[src/rtl/rlo_semaphore_arbiter.sv]
// Shared semaphore bank for the multicore PLC: round-robin serves one TEST/ACQUIRE/RELEASE
// per cycle and returns a registered result bit; a per-semaphore hold watchdog breaks stale locks.
module rlo_semaphore_arbiter #(
  parameter int N_CORES  = 4,
  parameter int CORE_W   = 2,
  parameter int N_SEM    = 8,
  parameter int SEM_W    = 3,
  parameter int HOLD_MAX = 255
) (
  input  logic                      CLK,
  input  logic                      CPU_Reset,
  input  logic [N_CORES-1:0]        SEM_Req,
  input  logic [2*N_CORES-1:0]      SEM_Op,
  input  logic [SEM_W*N_CORES-1:0]  SEM_Id,
  output logic [N_CORES-1:0]        SEM_Ack,
  output logic [N_CORES-1:0]        SEM_Result,
  output logic [N_CORES-1:0]        SEM_Err,
  output logic [N_SEM-1:0]          SEM_Locked,
  output logic [N_SEM*CORE_W-1:0]   SEM_Owner,
  output logic [N_SEM-1:0]          SEM_Timeout
);

  typedef enum logic [1:0] {
    OP_TEST     = 2'b00,
    OP_ACQUIRE  = 2'b01,
    OP_RELEASE  = 2'b10,
    OP_TEST_ALT = 2'b11
  } sem_op_e;

  localparam int HOLD_W = 16;
  localparam logic [HOLD_W-1:0] HOLD_SAT = HOLD_W'(HOLD_MAX);
  // The counter is 0 in the first locked cycle, so the limit is reached when it shows HOLD_MAX-1.
  localparam logic [HOLD_W-1:0] HOLD_THR = HOLD_W'((HOLD_MAX > 0) ? HOLD_MAX - 1 : 0);

  logic [CORE_W-1:0]  ptr_q,     ptr_d;
  logic [N_CORES-1:0] ack_q,     ack_d;
  logic [N_CORES-1:0] result_q,  result_d;
  logic [N_CORES-1:0] err_q,     err_d;
  logic [N_SEM-1:0]   locked_q,  locked_d;
  logic [N_SEM-1:0]   timeout_q, timeout_d;
  logic [CORE_W-1:0]  owner_q [N_SEM];
  logic [CORE_W-1:0]  owner_d [N_SEM];
  logic [HOLD_W-1:0]  hold_q  [N_SEM];
  logic [HOLD_W-1:0]  hold_d  [N_SEM];

  logic [N_CORES-1:0] eligible;
  logic               grant_vld;
  logic [CORE_W-1:0]  grant_idx;
  logic [CORE_W-1:0]  cand;
  sem_op_e            grant_op;
  logic [SEM_W-1:0]   grant_id;
  logic               id_in_range;
  logic               op_hits_sem;

  // Round-robin pick: first eligible core at or above the pointer, wrapping around.
  // NOTE: every signal written in an always_comb gets a default first so no latch is inferred.
  always_comb begin
    eligible  = SEM_Req & ~ack_q;
    grant_vld = 1'b0;
    grant_idx = '0;
    cand      = '0;
    for (int i = 0; i < N_CORES; i++) begin
      cand = CORE_W'((int'(ptr_q) + i) % N_CORES);
      if (!grant_vld && eligible[cand]) begin
        grant_vld = 1'b1;
        grant_idx = cand;
      end
    end
  end

  always_comb begin
    grant_op    = sem_op_e'(SEM_Op[int'(grant_idx)*2 +: 2]);
    grant_id    = SEM_Id[int'(grant_idx)*SEM_W +: SEM_W];
    id_in_range = int'(grant_id) < N_SEM;
  end

  always_comb begin
    ptr_d     = ptr_q;
    ack_d     = '0;
    result_d  = result_q;
    err_d     = '0;
    locked_d  = locked_q;
    timeout_d = '0;
    owner_d   = owner_q;
    hold_d    = hold_q;

    for (int s = 0; s < N_SEM; s++) begin
      if (locked_q[s] && (hold_q[s] < HOLD_SAT)) begin
        hold_d[s] = hold_q[s] + 16'd1;
      end
    end

    if (grant_vld) begin
      ack_d[grant_idx] = 1'b1;
      ptr_d            = CORE_W'((int'(grant_idx) + 1) % N_CORES);
      if (!id_in_range) begin
        result_d[grant_idx] = 1'b0;
        err_d[grant_idx]    = 1'b1;
      end else begin
        unique case (grant_op)
          OP_ACQUIRE: begin
            if (!locked_q[grant_id]) begin
              locked_d[grant_id]  = 1'b1;
              owner_d[grant_id]   = grant_idx;
              hold_d[grant_id]    = '0;
              result_d[grant_idx] = 1'b1;
            end else if (owner_q[grant_id] == grant_idx) begin
              hold_d[grant_id]    = '0;
              result_d[grant_idx] = 1'b1;
            end else begin
              result_d[grant_idx] = 1'b0;
            end
          end
          OP_RELEASE: begin
            if (locked_q[grant_id] && (owner_q[grant_id] == grant_idx)) begin
              locked_d[grant_id]  = 1'b0;
              owner_d[grant_id]   = '0;
              hold_d[grant_id]    = '0;
              result_d[grant_idx] = 1'b1;
            end else begin
              result_d[grant_idx] = 1'b0;
              err_d[grant_idx]    = 1'b1;
            end
          end
          OP_TEST, OP_TEST_ALT: begin
            result_d[grant_idx] = locked_q[grant_id];
          end
          default: begin
            result_d[grant_idx] = locked_q[grant_id];
          end
        endcase
      end
    end

    // A granted op on the same semaphore takes precedence; the timeout retries next cycle.
    for (int s = 0; s < N_SEM; s++) begin
      op_hits_sem = grant_vld && id_in_range && (int'(grant_id) == s);
      if ((HOLD_MAX > 0) && locked_q[s] && (hold_q[s] >= HOLD_THR) && !op_hits_sem) begin
        locked_d[s]  = 1'b0;
        owner_d[s]   = '0;
        hold_d[s]    = '0;
        timeout_d[s] = 1'b1;
      end
    end
    op_hits_sem = 1'b0;
  end

  // NOTE: sequential state uses non-blocking assignments so every flop samples pre-edge values.
  // The owner and hold arrays are small flop banks, not RAM, so they take the reset too.
  always_ff @(posedge CLK) begin
    if (CPU_Reset) begin
      ptr_q     <= '0;
      ack_q     <= '0;
      result_q  <= '0;
      err_q     <= '0;
      locked_q  <= '0;
      timeout_q <= '0;
      for (int s = 0; s < N_SEM; s++) begin
        owner_q[s] <= '0;
        hold_q[s]  <= '0;
      end
    end else begin
      ptr_q     <= ptr_d;
      ack_q     <= ack_d;
      result_q  <= result_d;
      err_q     <= err_d;
      locked_q  <= locked_d;
      timeout_q <= timeout_d;
      owner_q   <= owner_d;
      hold_q    <= hold_d;
    end
  end

  assign SEM_Ack     = ack_q;
  assign SEM_Result  = result_q;
  assign SEM_Err     = err_q;
  assign SEM_Locked  = locked_q;
  assign SEM_Timeout = timeout_q;

  for (genvar s = 0; s < N_SEM; s++) begin : g_owner
    assign SEM_Owner[s*CORE_W +: CORE_W] = owner_q[s];
  end

endmodule

[config.mk]
export PLATFORM = sky130hd
export DESIGN_NAME = rlo_semaphore_arbiter
export DESIGN_NICKNAME = d
export VERILOG_FILES = /design/src/rtl/rlo_semaphore_arbiter.sv
export SDC_FILE = /design/constraint.sdc
export NUM_CORES = 1
export LEC_CHECK = 0
export CAP_MARGIN = 10
export CORE_MARGIN = 3
export CORE_UTILIZATION = 58
export CTS_CLUSTER_DIAMETER = 200
export DETAILED_ROUTE_END_ITERATION = 16
export PLACE_DENSITY = 0.77
export SLEW_MARGIN = 20
export SYNTH_ARGS = -nofsm -noshare
export SYNTH_HDL_FRONTEND = slang
export SYNTH_SLANG_ARGS = --single-unit
[constraint.sdc]
create_clock -name CLK -period 4.15 [get_ports CLK]
set_input_delay 0.83 -clock CLK [delete_from_list [all_inputs] [get_ports CLK]]
set_output_delay 0.83 -clock CLK [all_outputs]
set_load 0.02 [all_outputs]
# Yosys cells after proc, flatten, opt, wreduce, memory -nomap -nowiden
# Cells that the tools add are included.
[totals] regBits=174 out_inout_bits=44 wordCells=225
[op_classes] addsub=12 n_mul=1 order_cmp=26 eq_ne=13 n_shift=2 mux=62 n_bitwise=15 reduce_logical=65
[op_table] op="128-bit two-way mux" n=4
[op_table] op="128-bit one-hot mux with 2 select lines" n=1
[op_table] op="16-bit two-way mux" n=11
[op_table] op="16-bit by 1-bit adder with 16-bit output, second input constant" n=8
[op_table] op="128-bit bitwise AND" n=1
[op_table] op="16-bit by 8-bit >= comparator with 1-bit output, second input constant" n=8
[op_table] op="16-bit by 8-bit less-than comparator with 1-bit output, second input constant" n=8
[op_table] op="128-bit inverter" n=1
[op_table] op="16-bit demux with 3-bit select" n=1
[op_table] op="1-bit logical AND" n=39
[op_table] op="16-bit one-hot mux with 2 select lines" n=1
[op_table] op="2-bit OR reduction" n=10
[op_table] op="1-bit two-way mux" n=19
[op_table] op="16-bit bitwise AND" n=1
[op_table] op="16-bit bitwise mux" n=1
[op_table] op="8-bit two-way mux" n=2
[op_table] op="16-bit inverter" n=1
[op_table] op="8-bit one-hot mux with 2 select lines" n=1
[op_table] op="2-bit by 3-bit less-than comparator with 1-bit output, second input constant" n=5
[op_table] op="2-bit two-way mux" n=7
[op_table] op="3-bit equality test, second input constant" n=4
[op_table] op="4-bit two-way mux" n=3
[op_table] op="4-bit one-hot mux with 3 select lines" n=1
[op_table] op="12-bit by 5-bit variable part select with 3-bit output" n=1
[op_table] op="36 further kinds" n=57

# Longest topological paths before layout
# Gate-level depths: netlist (run 1).
[logic_depth] word_depth=27 ltp_mapped=19 mapped_depth_nobuf=14

# Worst setup path before layout (run 1)
# No wires, ideal clock.
[synth_path] path_kind="in2reg" startpoint="input port SEM_Req[1]" endpoint="register hold_q[126] (netlist name)" arrival_ns=3.637 required_ns=4.035 path_slack_ns=0.398 cell_stages=15 path_buffers=3 path_cell_list="nor2b_1 -> o21bai_4 -> a21oi_4 -> inv_4 -> buf_6 -> a21o_1 -> a32o_1 -> a22o_1 -> or4_1 -> o311a_4 -> nor3_2 -> buf_6 -> o211ai_4 -> clkbuf_1 -> and3_1"
[synth_between] elab_chain_len=26
[synth_lines] item="start, declared" line="12" source="input logic [N_CORES-1:0] SEM_Req,"
[synth_lines] item="4-bit bitwise AND (*)" line="58" source="eligible = SEM_Req & ~ack_q;"
[synth_lines] item="1-bit binary-select mux with 2-bit select" line="64" source="if (!grant_vld && eligible[cand]) begin"
[synth_lines] item="1-bit two-way mux (implied by the code)" line="64"
[synth_lines] item="1-bit two-way mux" line="64"
[synth_lines] item="1-bit logical NOT" line="64"
[synth_lines] item="1-bit logical AND" line="64"
[synth_lines] item="1-bit two-way mux" line="64"
[synth_lines] item="1-bit logical NOT" line="64"
[synth_lines] item="(+10 left out)"
[synth_lines] item="16-bit two-way mux (implied by the code)" line="105, 108, 118"
[synth_lines] item="16-bit demux with 3-bit select" line="105, 108, 118"
[synth_lines] item="128-bit inverter (no line)"
[synth_lines] item="128-bit bitwise AND (no line)"
[synth_lines] item="128-bit two-way mux" line="107" source="end else if (owner_q[grant_id] == grant_idx) begin"
[synth_lines] item="128-bit two-way mux" line="102" source="if (!locked_q[grant_id]) begin"
[synth_lines] item="128-bit one-hot mux with 2 select lines" line="100" source="unique case (grant_op)"
[synth_lines] item="128-bit two-way mux" line="93" source="if (grant_vld) begin"
[synth_lines] item="end signal, assigned" line="170" source="hold_q <= hold_d;"
[synth_lines] item="end, declared" line="43" source="logic [HOLD_W-1:0] hold_q [N_SEM];"
# Mark *: on every way between the ends. The rest lies on a longest branch, timed or not. The select of a mux whose other input is x is not followed.
# A chain may end at the register's enable or synchronous reset.

==> summary.txt, run 1 <==
Power
  • Sw frac: 0.406
  • Power Total: 6.61 mW
  • P_sw: 2.68 mW
  • Internal power: 3.93 mW
  • Comb power frac: 0.483
  • PD cells: 652 nW/um^2
  • Static leakage: 4.16 nW
  • Clk network pwr share: 0.236
  • VDD IR-drop max: 592 uV
  • Fraction of power consumed by sequential logic: 0.281

Global routing
  • Number of global-route vias before repair: 6,896
  • Gr ovfl total: 0
  • Largest net degree at the start of global routing: 44
  • First-pass GRT wire length: 32,900 um
  • Gr usage total: 0.251
  • Antenna violations before repair: 0

Finish
  • Ant. Diodes: 0
  • Fin util: 0.748
  • Fillers: 1,004
  • Leading cell type in the layout, fill and taps excluded: dfxtp_1
  • Fin cells: 1,254
  • Most frequent cells in the layout: 174 x dfxtp_1, 127 x nand2_1, 110 x nor2_1, 83 x buf_4, 68 x clkdlybuf4s50_1
  • Ratio of cells with drive above 1 in the final layout: 0.143
  • Syn-to-layout area delta: 23.6%
  • # nets final: 1,113

Critical path
  • Crit-path cells: clkdlybuf4s50_1, nor2b_4, o21ai_2, buf_4, a211oi_2, a21oi_1, a32o_1, a22o_1, or4_1, o311a_4, o41ai_4, buf_4, a21oi_1, a311oi_2
  • FF-to-FF setup slack: 640 ps
  • Worst r2r src: ptr_q[0]$_SDFFE_PP0N_
  • Critical path's largest stage delay: 490 ps
  • Worst setup SP type: input pin
  • Crit Path Max Fanout: 9
  • Crit path buf inv count: 3
  • Critical path's top delay family: compound AO/OA/AOI/OAI gates
  • Crit path max-delay cell type: or4_1
  • Worst Reg-to-Reg Cells: 15
  • Worst EP required: 4490 ps
  • WS Path Type: input pin to flop
  • Crit path capture type: flop
  • Worst EP arrival: 4350 ps

Yosys
  • Syn Nets: 983
  • Synth Area in Compound Gates: 0.143
  • Number of flops mapped to enable cells by yosys: 0
  • Sequential area share after synthesis: 0.424
  • Mux contribution to synthesized area: 0.0215
  • Top FF cell, synth: dfxtp_1
  • Combinational family with the most area after synthesis: simple AND/OR/NAND/NOR gates
  • Synthesized instance count: 935
  • Unique masters post-synth: 69
  • Adder-Cell Fraction of Synth Area: 0.0335
  • Synth Register Bits: 174
  • Mapped Avg Cell Area: 8.78 sq um
  • Mapped Area: 8210 sq um
  • Fraction of registers with async set/reset: 0
  • Xor and xnor area share after synthesis: 0.0608
  • Synth warn: 0
  • Post-Synth Simple-Gate Area: 0.274

Clock network
  • Skew-Pair Late Insertion Delay: 430 ps
  • CTS Buffer Depth: 2
  • # resized after CTS: 0
  • Num CTS Buffers: 17
  • CTS tree: yes
  • H-tree levels: 4
  • Reg clk slew, reported paths: 70 ps
  • Post-CTS Hold Buffers: 0
  • Clk sinks: 174
  • # Post-CTS Setup Buffers: 0
  • Root Buffer: clkbuf_16

Drt
  • WL met2: 9110 um
  • Initial DRT Pass Iterations: 5
  • DR vias/cell: 5.67
  • M1 WL: 8970 um
  • Routed len/inst: 15.5 um
  • Post-DRT Antenna Nets: 0
  • DRC: 0
  • Met3 wire len: 999 um
  • DR vias: 7,107
  • Final WL: 19,400 um
  • Top Layer Used: met4
  • DR iter-0 viols: 532

Timing
  • Hold violation count in the final report: 0
  • Slew headroom: 0.406
  • Fin. max-slew vios: 0
  • Setup TNS: 0 ps
  • Final Cycle Share: 0.965
  • Slew @ Worst Pin: 891 ps
  • Final setup fails: 0
  • RSZ-0062 raised after global routing: false
  • Final period demand of the worst path: 4000 ps
  • Skew final: 6.99 ps
  • Fmax: 0.250 GHz

Job
  • Max cap viols: 0

Die
  • Initial Utilization: 0.605
  • Die area: 15,600 sq um
  • Die Y: 125 um
  • Die Width: 125 um
  • # rows: 42
  • Core Area: 13,600 sq um
  • I/O pin cnt: 70

Min path
  • Worst Hold Depth: 2
  • Worst hold path class: flop to flop
  • Hold path start: hold_q[40]$_SDFF_PP0_
  • Worst Hold End: hold_q[40]$_SDFF_PP0_

Placed design
  • Placed Cells: 1,222
  • PortBufs: 69
  • Final GP Congestion: 0.848
  • Final HPWL DP: 13,800 um

Run status
  • Status: finished clean
==> how the worst max path moves through the flow <==
stage / from / endpoint / slack [ps] / depth (start not counted)
after floorplan: SEM_Req[1] / hold_q[126]$_SDFF_PP0_ / 400 / 15
after global placement: SEM_Req[3] / flop / -130 / 14
after detailed placement: SEM_Req[0] / hold_q[54]$_SDFF_PP0_ / -190 / 16
after CTS: SEM_Req[3] / flop / 200 / 14
after global routing: SEM_Req[1] / flop / 4 / 15
final: SEM_Req[3] / flop / 150 / 14
==> registers in the layout, indices dropped and copies added, names as in the netlist, named ones only <==
signal / cells
ptr_q: 2
SEM_Owner: 16
hold_q: 128
SEM_Ack: 4
SEM_Timeout: 8
SEM_Err: 4
==> power groups by stage <==
stage | Clock, mW | Combinational [mW] | Sequential (mW)
after global routing | 1.66 | 3.47 | 1.87
after floorplan | 0 | 2.03 | 1.92
after global placement | 0 | 3.10 | 1.89
after CTS | 1.59 | 3.16 | 1.85
final | 1.56 | 3.19 | 1.86
after detailed placement | 0 | 3.14 | 1.89
==> Yosys cell counts, types with 4 or more instances <==
master | number | share of area
a21oi_1 | 28 | 0.017
and2_1 | 9 | 0.0069
mux2i_1 | 14 | 0.017
a32o_1 | 4 | 0.0049
nor2b_1 | 4 | 0.0030
nand2_1 | 127 | 0.058
xor2_1 | 25 | 0.027
nor2_1 | 110 | 0.050
and4b_1 | 4 | 0.0049
nand3_1 | 29 | 0.018
dfxtp_1 | 174 | 0.42
xnor2_1 | 32 | 0.034
o211a_1 | 5 | 0.0061
a221oi_1 | 4 | 0.0043
and3_1 | 44 | 0.034
buf_6 | 7 | 0.0096
o221ai_1 | 6 | 0.0064
o211a_4 | 5 | 0.011
o21ai_1 | 4 | 0.0024
o21ai_0 | 18 | 0.011
a41o_1 | 6 | 0.0073
o211ai_1 | 9 | 0.0082
buf_2 | 9 | 0.0055
nor4_2 | 4 | 0.0061
a211oi_1 | 4 | 0.0037
o22ai_1 | 10 | 0.0076
nand4_1 | 24 | 0.018
a31oi_1 | 7 | 0.0053
ha_1 | 22 | 0.034
o21a_1 | 5 | 0.0046
nand2b_1 | 6 | 0.0046
clkbuf_1 | 23 | 0.011
buf_4 | 4 | 0.0037
inv_1 | 24 | 0.011
nor3_1 | 35 | 0.021
nor4_1 | 37 | 0.028
==> routing by layer <==
layer | vias to the layer above | track usage
met5 | - | 0
met4 | 0 | 0.0791
met3 | 30 | 0.0623
met2 | 161 | 0.416
met1 | 3309 | 0.325
li1 | 3607 | -
==> cells by family (layout without fill, tap and decap cells) <==
| logic type | count (synthesis) | after routing |
|---|---|---|
| xor gates and xnor gates | 57 | 57 |
| buffers and inverters | 71 | 214 |
| adders and majority gates | 22 | 22 |
| AOI/OAI and AO/OA | 141 | 141 |
| and+or+nand+nor | 453 | 453 |
| DFF | 174 | 174 |
| muxes | 17 | 17 |
==> tightest hold or removal path: stages, from the launching register on <==
cell and delay [ps]:
dfxtp_1 310, nand2_1 50, nor2_1 30
==> layout make-up <==
| cell class | count | area (sq um) | area share |
|---|---|---|---|
| well taps | 176 | 220 | 0.0217 |
| inverters | 28 | 110 | 0.0109 |
| flip-flops and latches | 174 | 3480 | 0.343 |
| clock buffers | 18 | 429 | 0.0423 |
| repair buffers | 154 | 1350 | 0.133 |
| clock inverters | 14 | 158 | 0.0155 |
| multi-input cells | 690 | 4390 | 0.433 |
==> stage by stage <==
stage          cell area [sq um]  hold slack [ps]  setup WS [ps]
6_report                   10100              426            147
5_1_grt                    10100              446           3.81
4_1_cts                    10100              427            203
3_5_place_dp                9550              416           -189
3_3_place_gp                9550              413           -127
2_1_floorplan               8210              404            398
(Power assumes the default switching activity.)
==> inputs of run 2 (changes only) <==
--- a/config.mk
+++ b/config.mk
@@ -6,6 +6,7 @@
 export NUM_CORES = 1
 export LEC_CHECK = 0
 export CAP_MARGIN = 10
+export CORE_ASPECT_RATIO = 2
 export CORE_MARGIN = 3
 export CORE_UTILIZATION = 58
 export CTS_CLUSTER_DIAMETER = 200
==> run 2 against run 1 <==
Against the previous run: sequential cell count unchanged; highest routed layer unchanged; global-route usage increased by 0.44 points; wire length is 2.3% higher; die area grew 0.55%; critical path type unchanged; largest power group unchanged.
==> summary.txt, run 2 (synthesis gave the netlist of run 1 again) <==
Clock network
  • CTS tree: yes
  • Num CTS Buffers: 17
  • Clk sinks: 174
  • Post-CTS Hold Buffers: 0
  • Reg clk slew, reported paths: 70 ps
  • Skew-Pair Late Insertion Delay: 430 ps
  • Root Buffer: clkbuf_16
  • CTS Buffer Depth: 2
  • # resized after CTS: 0
  • H-tree levels: 4
  • # Post-CTS Setup Buffers: 0

Finish
  • Total area of sequential cells: 3480 sq um
  • Multi-input logic area: 4420 sq um
  • # nets final: 1,102
  • Ratio of cells with drive above 1 in the final layout: 0.142
  • Max FFs per register: 128
  • Fillers: 1,043
  • Leading cell type in the layout, fill and taps excluded: dfxtp_1
  • Ant. Diodes: 0
  • Fin util: 0.742
  • Most frequent cells in the layout: 174 x dfxtp_1, 127 x nand2_1, 110 x nor2_1, 69 x buf_4, 68 x clkdlybuf4s50_1
  • Most flop-heavy register: hold_q
  • Syn-to-layout area delta: 23.5%

Drt
  • DR iter-0 viols: 455
  • Final WL: 19,900 um
  • Post-DRT Antenna Nets: 0
  • DR vias: 7,288
  • DR vias/cell: 5.82
  • Initial DRT Pass Iterations: 5
  • Routed len/inst: 15.8 um
  • DRC: 0

Power
  • Static leakage: 4.13 nW
  • VDD IR-drop max: 413 uV
  • PD cells: 656 nW/um^2

Die
  • Die area: 15,700 sq um
  • I/O pin cnt: 70
  • Core Area: 13,700 sq um
  • # rows: 60
  • Die Width: 90.1 um
  • Die Y: 174 um
  • Initial Utilization: 0.601

Global routing
  • Antenna violations before repair: 0
  • Number of global-route vias before repair: 7,134
  • Largest net degree at the start of global routing: 37
  • First-pass GRT wire length: 33,500 um
  • Gr ovfl total: 0
  • Gr usage total: 0.256

Timing
  • Final setup fails: 0
  • Slew @ Worst Pin: 848 ps
  • Final period demand of the worst path: 3920 ps
  • Hold violation count in the final report: 0
  • Setup TNS: 0 ps
  • RSZ-0062 raised after global routing: false
  • Final Cycle Share: 0.945
  • Skew final: 17.3 ps
  • Slew headroom: 0.431
  • Fmax: 0.255 GHz
  • Fin. max-slew vios: 0

Run status
  • Status: finished clean

Placed design
  • Final GP Congestion: 0.927
  • Final HPWL DP: 14,300 um
  • PortBufs: 69

Critical path
  • Crit Path Max Fanout: 14
  • Worst EP required: 4480 ps
  • Crit-path cells: clkdlybuf4s50_1, nor2b_4, o21ai_2, a21oi_4, inv_6, a21o_1, a32o_1, a22o_1, or4_1, o311a_4, buf_4, or2_1, a311o_1, a221oi_1
  • Crit path capture type: flop
  • Critical path's top delay family: compound AO/OA/AOI/OAI gates
  • Critical Path Start: SEM_Req[3]
  • Worst r2r src: SEM_Ack[0]$_SDFF_PP0_
  • Critical path's largest stage delay: 490 ps
  • Worst EP arrival: 4250 ps
  • WS Path Type: input pin to flop
  • Crit path buf inv count: 3
  • Worst setup SP type: input pin
  • Crit path max-delay cell type: or4_1

Job
  • Max cap viols: 0

Min path
  • Worst hold path class: flop to flop
  • Hold path start: hold_q[40]$_SDFF_PP0_
## run 2: layer usage
layer / GRT usage / vias up / share of wire
met5: 0 / - / 0
met4: 0.112 / 0 / 0.027
met3: 0.0398 / 42 / 0.045
met2: 0.464 / 226 / 0.53
met1: 0.293 / 3446 / 0.40
li1: - / 3574 / -
## run 2: path summary, 6_finish.rpt
path,end,slack (ps),depth (start not counted)
setup / recovery,flop,230,14
hold / removal,hold_q[40]$_SDFF_PP0_,420,2
setup reg to reg,flop,710,13
hold reg to reg,hold_q[40]$_SDFF_PP0_,420,2
## run 2: layout make-up
cell class | instances | area share
Sequential cell | 174 | 0.344
Inverter | 28 | 0.0111
Clock buffer | 19 | 0.0447
Timing Repair Buffer | 143 | 0.129
Clock inverter | 13 | 0.0133
Tap cell | 186 | 0.0230
Multi-Input combinational cell | 690 | 0.436
## run 2: power by group
part	total (mW)	internal [mW]	switching, mW
registers	1.86	1.75	0.101
clock network	1.57	0.835	0.731
logic	3.23	1.32	1.90
## run 2: tightest hold or removal path: stages, from the launching register on
cell and delay [ps]:
dfxtp_1 310, nand2_1 50, nor2_1 30
## run 2: per-stage QoR
step / hold slack (ps) / total power, mW / cells / worst slack [ps] / area, sq um
floorplan: 404 / 3.95 / 935 / 398 / 8210
global route: 445 / 7.01 / 1253 / 13.9 / 10100
detailed placement: 414 / 5.03 / 1221 / -226 / 9520
finish: 425 / 6.65 / 1253 / 228 / 10100
CTS: 425 / 6.61 / 1253 / 210 / 10100
global placement: 411 / 4.99 / 1221 / -159 / 9520
